===== config.mk =====
export PLATFORM = sky130hd
export DESIGN_NAME = seven_sd_capture_flat
export DESIGN_NICKNAME = d
export VERILOG_FILES = /design/src/rtl/seven_sd_capture_pkg.sv /design/src/rtl/seven_sd_capture_if.sv /design/src/rtl/seven_sd_settle_sampler.sv /design/src/rtl/seven_sd_capture.sv /design/src/flat_wrapper.sv
export SDC_FILE = /design/constraint.sdc
export NUM_CORES = 1
export LEC_CHECK = 0
export ABC_AREA = 1
export CORE_MARGIN = 2
export CORE_UTILIZATION = 30
export CTS_BUF_LIST = sky130_fd_sc_hd__clkbuf_16
export CTS_CLUSTER_DIAMETER = 200
export DETAILED_ROUTE_END_ITERATION = 12
export SETUP_SLACK_MARGIN = 0.15
export SYNTH_ARGS = -nofsm -noshare
export SYNTH_HDL_FRONTEND = slang
export SYNTH_SLANG_ARGS = --single-unit

===== constraint.sdc =====
create_clock -name clk -period 5.35 [get_ports clk]
set_input_delay 1.07 -clock clk [delete_from_list [all_inputs] [get_ports clk]]
set_output_delay 1.07 -clock clk [all_outputs]
set_load 0.02 [all_outputs]

===== src/rtl/seven_sd_capture_pkg.sv =====
// Shared types and helpers for the seven-segment bus capture block:
// bus geometry, segment bit positions and pin-polarity normalisation.
package seven_sd_capture_pkg;

    localparam int SEG_W   = 8;
    localparam int DIGITS  = 4;
    localparam int FRAME_W = SEG_W * DIGITS;

    typedef enum int {
        SEG_A  = 0,
        SEG_B  = 1,
        SEG_C  = 2,
        SEG_D  = 3,
        SEG_E  = 4,
        SEG_F  = 5,
        SEG_G  = 6,
        SEG_DP = 7
    } seg_bit_e;

    typedef struct packed {
        logic [SEG_W-1:0]  seg;
        logic [DIGITS-1:0] en;
    } bus_sample_t;

    // After this, 1 always means lit / enabled regardless of pin wiring.
    function automatic bus_sample_t normalise_bus(
        input logic [SEG_W-1:0]  seg,
        input logic [DIGITS-1:0] en,
        input bit                seg_active_low,
        input bit                en_active_low
    );
        bus_sample_t r;
        r.seg = seg ^ {SEG_W{seg_active_low}};
        r.en  = en ^ {DIGITS{en_active_low}};
        return r;
    endfunction

    function automatic logic is_onehot(input logic [DIGITS-1:0] v);
        return (v != '0) && ((v & (v - 1'b1)) == '0);
    endfunction

endpackage


===== src/rtl/seven_sd_capture_if.sv =====
// Bus bundle between the seven-segment pins, the capture block and its
// readback consumer; the capture block sits on the slave side.
interface seven_sd_capture_if;
    import seven_sd_capture_pkg::*;

    logic [SEG_W-1:0]   segIn;
    logic [DIGITS-1:0]  enIn;
    logic [FRAME_W-1:0] valueOut;
    logic               valid;
    logic               changedPulse;
    logic               enErrPulse;
    logic               stale;

    modport master (
        output segIn,
        output enIn,
        input  valueOut,
        input  valid,
        input  changedPulse,
        input  enErrPulse,
        input  stale
    );

    modport slave (
        input  segIn,
        input  enIn,
        output valueOut,
        output valid,
        output changedPulse,
        output enErrPulse,
        output stale
    );

endinterface


===== src/rtl/seven_sd_settle_sampler.sv =====
// Synchronises the raw segment/enable pins, normalises polarity and emits a
// single sample strobe once the pattern has been steady for SETTLE_CYCLES.
module seven_sd_settle_sampler
    import seven_sd_capture_pkg::*;
#(
    parameter int SYNC_STAGES    = 2,
    parameter int SETTLE_CYCLES  = 8,
    parameter bit SEG_ACTIVE_LOW = 1'b1,
    parameter bit EN_ACTIVE_LOW  = 1'b1
) (
    input  logic              clk,
    input  logic              reset,
    input  logic [SEG_W-1:0]  seg_i,
    input  logic [DIGITS-1:0] en_i,
    output logic              sample_o,
    output bus_sample_t       bus_o
);

    localparam int            CW          = $clog2(SETTLE_CYCLES + 1);
    localparam logic [CW-1:0] SETTLE_MAX  = CW'(SETTLE_CYCLES);
    localparam logic [CW-1:0] SETTLE_LAST = CW'(SETTLE_CYCLES - 1);

    logic [SYNC_STAGES-1:0][SEG_W-1:0]  seg_sync_q;
    logic [SYNC_STAGES-1:0][DIGITS-1:0] en_sync_q;
    bus_sample_t                        cur;
    bus_sample_t                        last_q;
    logic [CW-1:0]                      cnt_q;
    logic [CW-1:0]                      cnt_d;
    logic                               same;

    always_ff @(posedge clk or posedge reset) begin
        if (reset) begin
            seg_sync_q <= '0;
            en_sync_q  <= '0;
            last_q     <= '0;
            cnt_q      <= '0;
        end else begin
            seg_sync_q <= {seg_sync_q[SYNC_STAGES-2:0], seg_i};
            en_sync_q  <= {en_sync_q[SYNC_STAGES-2:0], en_i};
            last_q     <= cur;
            cnt_q      <= cnt_d;
        end
    end

    assign cur  = normalise_bus(seg_sync_q[SYNC_STAGES-1], en_sync_q[SYNC_STAGES-1],
                                SEG_ACTIVE_LOW, EN_ACTIVE_LOW);
    assign same = (cur == last_q);

    always_comb begin
        cnt_d = cnt_q;
        if (!same) begin
            cnt_d = '0;
        end else if (cnt_q != SETTLE_MAX) begin
            cnt_d = cnt_q + 1'b1;
        end
    end

    // Only the step into saturation strobes, so a long dwell samples once.
    assign sample_o = same && (cnt_q == SETTLE_LAST);
    assign bus_o    = cur;

endmodule


===== src/rtl/seven_sd_capture.sv =====
// Passive decoder for a multiplexed seven-segment bus: rebuilds the 32-bit
// display value and publishes it once identical frames have been confirmed.
module seven_sd_capture
    import seven_sd_capture_pkg::*;
#(
    parameter int SYNC_STAGES    = 2,
    parameter int SETTLE_CYCLES  = 8,
    parameter int CONFIRM_FRAMES = 2,
    parameter int TIMEOUT_CYCLES = 2000000,
    parameter bit SEG_ACTIVE_LOW = 1'b1,
    parameter bit EN_ACTIVE_LOW  = 1'b1
) (
    input  logic              clk,
    input  logic              reset,
    seven_sd_capture_if.slave bus
);

    localparam int            MW        = $clog2(CONFIRM_FRAMES + 1);
    localparam int            TW        = $clog2(TIMEOUT_CYCLES + 1);
    localparam logic [MW-1:0] MATCH_MAX = MW'(CONFIRM_FRAMES);
    localparam logic [MW-1:0] MATCH_ONE = MW'(1);
    localparam logic [TW-1:0] TMO_MAX   = TW'(TIMEOUT_CYCLES);

    logic               sample;
    bus_sample_t        smp;
    logic               capture;
    logic               en_err;

    logic [FRAME_W-1:0] cand_q,       cand_d;
    logic [FRAME_W-1:0] prev_frame_q, prev_frame_d;
    logic [FRAME_W-1:0] value_q,      value_d;
    logic [DIGITS-1:0]  seen_q,       seen_d;
    logic [MW-1:0]      match_q,      match_d;
    logic [TW-1:0]      tmo_q,        tmo_d;
    logic               valid_q,      valid_d;
    logic               stale_q,      stale_d;
    logic               changed_q,    changed_d;
    logic               enerr_q,      enerr_d;

    seven_sd_settle_sampler #(
        .SYNC_STAGES   (SYNC_STAGES),
        .SETTLE_CYCLES (SETTLE_CYCLES),
        .SEG_ACTIVE_LOW(SEG_ACTIVE_LOW),
        .EN_ACTIVE_LOW (EN_ACTIVE_LOW)
    ) u_sampler (
        .clk     (clk),
        .reset   (reset),
        .seg_i   (bus.segIn),
        .en_i    (bus.enIn),
        .sample_o(sample),
        .bus_o   (smp)
    );

    assign capture = sample && is_onehot(smp.en);
    assign en_err  = sample && (smp.en != '0) && !is_onehot(smp.en);

    always_comb begin
        cand_d       = cand_q;
        prev_frame_d = prev_frame_q;
        value_d      = value_q;
        seen_d       = seen_q;
        match_d      = match_q;
        tmo_d        = tmo_q;
        valid_d      = valid_q;
        stale_d      = stale_q;
        changed_d    = 1'b0;
        enerr_d      = 1'b0;

        // Overlapping enables mean the frame in flight cannot be trusted.
        if (en_err) begin
            enerr_d = 1'b1;
            seen_d  = '0;
        end

        if (capture) begin
            for (int i = 0; i < DIGITS; i++) begin
                if (smp.en[i]) begin
                    cand_d[SEG_W*i +: SEG_W] = smp.seg;
                end
            end
            seen_d  = seen_q | smp.en;
            tmo_d   = '0;
            stale_d = 1'b0;

            if (seen_d == '1) begin
                seen_d = '0;
                if (cand_d == prev_frame_q) begin
                    if (match_q != MATCH_MAX) begin
                        match_d = match_q + 1'b1;
                    end
                end else begin
                    match_d = MATCH_ONE;
                end
                prev_frame_d = cand_d;

                if (match_d == MATCH_MAX) begin
                    valid_d = 1'b1;
                    if (cand_d != value_q) begin
                        value_d   = cand_d;
                        changed_d = 1'b1;
                    end
                end
            end
        end else if (tmo_q != TMO_MAX) begin
            tmo_d = tmo_q + 1'b1;
            // A silent bus invalidates confirmation history but keeps the value.
            if (tmo_d == TMO_MAX) begin
                stale_d = 1'b1;
                valid_d = 1'b0;
                match_d = '0;
                seen_d  = '0;
            end
        end
    end

    always_ff @(posedge clk or posedge reset) begin
        if (reset) begin
            cand_q       <= '0;
            prev_frame_q <= '0;
            value_q      <= '0;
            seen_q       <= '0;
            match_q      <= '0;
            tmo_q        <= '0;
            valid_q      <= 1'b0;
            stale_q      <= 1'b0;
            changed_q    <= 1'b0;
            enerr_q      <= 1'b0;
        end else begin
            cand_q       <= cand_d;
            prev_frame_q <= prev_frame_d;
            value_q      <= value_d;
            seen_q       <= seen_d;
            match_q      <= match_d;
            tmo_q        <= tmo_d;
            valid_q      <= valid_d;
            stale_q      <= stale_d;
            changed_q    <= changed_d;
            enerr_q      <= enerr_d;
        end
    end

    assign bus.valueOut     = value_q;
    assign bus.valid        = valid_q;
    assign bus.changedPulse = changed_q;
    assign bus.enErrPulse   = enerr_q;
    assign bus.stale        = stale_q;

endmodule


===== src/flat_wrapper.sv =====
// flat-port wrapper written by rule: the top's interface ports become plain ports
module seven_sd_capture_flat import seven_sd_capture_pkg::*;
#(
    parameter int SYNC_STAGES    = 2,
    parameter int SETTLE_CYCLES  = 8,
    parameter int CONFIRM_FRAMES = 2,
    parameter int TIMEOUT_CYCLES = 2000000,
    parameter bit SEG_ACTIVE_LOW = 1'b1,
    parameter bit EN_ACTIVE_LOW  = 1'b1
)
  (clk, reset, bus_segIn, bus_enIn, bus_valueOut, bus_valid, bus_changedPulse, bus_enErrPulse, bus_stale);
  seven_sd_capture_if bus_i ();
  input  logic clk;
  input  logic reset;
  input wire logic [$bits(bus_i.segIn)-1:0] bus_segIn;
  input wire logic [$bits(bus_i.enIn)-1:0] bus_enIn;
  output wire logic [$bits(bus_i.valueOut)-1:0] bus_valueOut;
  output wire logic [$bits(bus_i.valid)-1:0] bus_valid;
  output wire logic [$bits(bus_i.changedPulse)-1:0] bus_changedPulse;
  output wire logic [$bits(bus_i.enErrPulse)-1:0] bus_enErrPulse;
  output wire logic [$bits(bus_i.stale)-1:0] bus_stale;
  assign bus_i.segIn = bus_segIn;
  assign bus_i.enIn = bus_enIn;
  assign bus_valueOut = bus_i.valueOut;
  assign bus_valid = bus_i.valid;
  assign bus_changedPulse = bus_i.changedPulse;
  assign bus_enErrPulse = bus_i.enErrPulse;
  assign bus_stale = bus_i.stale;
  seven_sd_capture #(.SYNC_STAGES(SYNC_STAGES), .SETTLE_CYCLES(SETTLE_CYCLES), .CONFIRM_FRAMES(CONFIRM_FRAMES), .TIMEOUT_CYCLES(TIMEOUT_CYCLES), .SEG_ACTIVE_LOW(SEG_ACTIVE_LOW), .EN_ACTIVE_LOW(EN_ACTIVE_LOW)) u_core (.clk(clk), .reset(reset), .bus(bus_i));
endmodule

==> results.json <==
{
  "cts_tree": "done",
  "die_w_um": 176.3,
  "synthDistinctLibCells": 34,
  "antenna_found_initial": 0,
  "drive_gt1_share_pct": 8.814,
  "power_mw": 2.729,
  "grt_pass1_vias": 7247,
  "rows": 63,
  "seq_area_frac_synth_pct": 46.94,
  "fin_setup_tns_ns": 0,
  "fmax_ghz": 0.3091,
  "critPathLaunch": "u_core.u_sampler.en_sync_q[4]",
  "hold_buffers": 0,
  "critical_path_buf_inv_count": 2,
  "drt-wirelength-per-cell_um": 13.94,
  "place_hpwl_um": 16240,
  "drt_first_pass_iters": 5,
  "ys_top_cells_by_area": "dfrtp_1 47%, nand2_1 20%, nand3_1 5.6%, inv_1 5.4%, nor2_1 4.1%",
  "setup_violations": 0,
  "fin_crit_sh_pct": 60.47,
  "syn_area_sq_mm": 0.008904,
  "cp_common_cell": "nand2_1",
  "hold_violations": 0,
  "io_buffers": 49,
  "initial_utilization_pct": 30.28,
  "worstHoldStart": "u_core.u_sampler.seg_sync_q[2]",
  "nNetsFinal": 1256,
  "critical-path-max-stage-delay_ns": 0.81,
  "async_flop_share_pct": 100.0,
  "gr-total-overflow": 0,
  "vias": 7341,
  "grt_setup_unrepaired": "no",
  "cts_sinks": 167,
  "postCtsSetupBuffers": 0,
  "cp-start-kind": "flop",
  "status": "finished, final reports clean",
  "worstReg2RegStart": "u_core.u_sampler.en_sync_q[4]",
  "fin_skew_ns": 0.008862,
  "period_needed_ns": 3.235,
  "design.die.area_sq_mm": 0.03107,
  "rrSetupSlack_ns": 2.11,
  "end_kind": "flop",
  "worst-setup-path-type": "flop to flop",
  "drc": 0,
  "n_antenna_cell": 0,
  "avgSynthCellArea_sq_um": 7.444,
  "cts_max_level": 4,
  "area_growth_pct": 15.04,
  "via_per_inst": 4.482,
  "wl_um": 22840,
  "die_y_um": 176.3,
  "cts_resized": 0,
  "crit_fanout": 48,
  "synth_nets": 1216,
  "cp_cell_sequence": "inv_2 > nand2_1 > nand2_1 > nand2_1 > nor2_1 > nand3_2 > nor2_4 > nand4_2 > inv_2 > nand2_1 > o21ai_0 > nor2_1",
  "grt_use_total_pct": 15.67,
  "crit_family": "simple AND/OR/NAND/NOR gates",
  "clk_pin_slew_ns": 0.07,
  "yosys-top-cells-count": "477 x nand2_1, 167 x dfrtp_1, 129 x inv_1, 100 x nand3_1, 97 x nor2_1",
  "ant_nets": 0,
  "power.leakage_nw": 5.183,
  "grt_start_max_net_pins": 117,
  "ys_warn_count": 0,
  "vdd_drop_max_mv": 0.2025,
  "syn_inst": 1196,
  "worst_path_max_delay_cell": "inv_2",
  "synthFlopType": "dfrtp_1",
  "hold_class": "flop to flop",
  "insertion_delay_ns": 0.44,
  "synth_seq_cells": 167,
  "arrival_ns": 3.56,
  "final_max_slew_viol_count": 0,
  "p_per_area_mw_per_mm2": 266.5,
  "place_congestion": 0.8639,
  "synth_area_leader_cell": "dfrtp_1",
  "pin_count": 50,
  "yosysMostFrequentCell": "nand2_1",
  "drtIter0Drc": 515,
  "synth_edf_count": 0,
  "root_buffer": "clkbuf_16",
  "cts_made_buffers": 17,
  "tightest_slew_ns": 0.8669,
  "grt_pass1_wl_um": 38200,
  "clockBufferDepth": 2,
  "core-area_sq_mm": 0.02940,
  "slew_headroom_pct": 42.07,
  "yosysTopAreaCellShare_pct": 46.94,
  "maxCapViolations": 0,
  "required_ns": 5.67
}
-- layer usage --
layer / GRT usage, % / vias up / share of wire (%)
li1: - / 3753 / -
met1: 21.89 / 3395 / 49
met2: 24.72 / 164 / 45
met3: 3.165 / 29 / 4.1
met4: 4.270 / 0 / 1.7
met5: 0 / - / 0
-- area by class of cell --
cell class / instances / area, sq um
clock buffers: 17 / 425.4
inverters: 146 / 551.8
well taps: 390 / 488.0
multi-input cells: 851 / 3905
fillers: 3060 / 19160
flip-flops and latches: 167 / 4179
clock inverters: 14 / 160.2
repair buffers: 53 / 533.0
-- report_power, final --
| group | leakage (nW) | total (mW) | internal [mW] | switching (mW) |
|---|---|---|---|---|
| logic | 2.66 | 0.174 | 0.0490 | 0.125 |
| clock network | 0.291 | 1.27 | 0.729 | 0.537 |
| registers | 2.24 | 1.29 | 1.28 | 0.0132 |
| total | 5.18 | 2.73 | 2.05 | 0.675 |
-- kinds of logic (layout without fill, tap and decap cells) --
family / count (synthesis) / count (layout) / share of synthesized area (%)
AO/OA/AOI/OAI: 53 / 53 / 3.050
XOR/XNOR: 29 / 29 / 2.853
buffers and inverters: 178 / 230 / 9.204
AND/OR/NAND/NOR: 763 / 763 / 37.11
flip-flops: 167 / 167 / 46.94
adder cells (fa/ha/maj): 6 / 6 / 0.8431
-- metrics by stage --
stage               util, %  hold slack, ns  std cells  area [sq um]  worst slack (ns)
floorplan                 -          0.3312       1196          8907             2.153
global placement      32.84          0.3357       1607          9657             2.218
detailed placement    32.84          0.3370       1607          9657             2.116
CTS                   34.84          0.3522       1638         10240             2.074
global route          34.84          0.3569       1638         10240             1.730
finish                34.84          0.3493       1638         10240             2.115
-- worst paths after layout --
path	to	depth (start not counted)
setup / recovery	u_core.match_q[1]	12
hold reg to reg	u_core.u_sampler.seg_sync_q[10]	0
max in group asynchronous	u_core.prev_frame_q[17]	3
min in group asynchronous	u_core.tmo_q[7]	3
setup reg to reg	u_core.match_q[1]	12
hold / removal	u_core.u_sampler.seg_sync_q[10]	0
-- registers in the layout (all words and copies together) (netlist names) --
| signal | cells |
|---|---|
| u_core.u_sampler.en_sync_q | 8 |
| u_core.bus.changedPulse | 1 |
| u_core.u_sampler.cnt_q | 4 |
| u_core.u_sampler.last_q | 12 |
| u_core.bus.valid | 1 |
| u_core.bus.stale | 1 |
| u_core.bus.valueOut | 32 |
| u_core.tmo_q | 21 |
| u_core.prev_frame_q | 32 |
| u_core.u_sampler.seg_sync_q | 16 |
| u_core.bus.enErrPulse | 1 |
| u_core.cand_q | 32 |
| u_core.match_q | 2 |
| u_core.seen_q | 4 |
-- layout by cell type (no fill, tap or decap), types with 3 or more instances in the layout --
cell type / instances
a21oi_1: 15
buf_4: 3
bufinv_16: 3
clkbuf_16: 17
clkdlybuf4s50_1: 49
clkinv_1: 3
clkinvlp_4: 3
dfrtp_1: 167
ha_1: 6
inv_1: 131
inv_2: 15
inv_6: 3
nand2_1: 477
nand2_2: 35
nand2_4: 8
nand3_1: 100
nand3_2: 5
nand4_1: 17
nor2_1: 97
nor2_2: 7
nor3_1: 7
o21ai_0: 18
o21ai_1: 18
xnor2_1: 23
xor2_1: 6
Note: power is estimated with default switching activity, not from simulation.
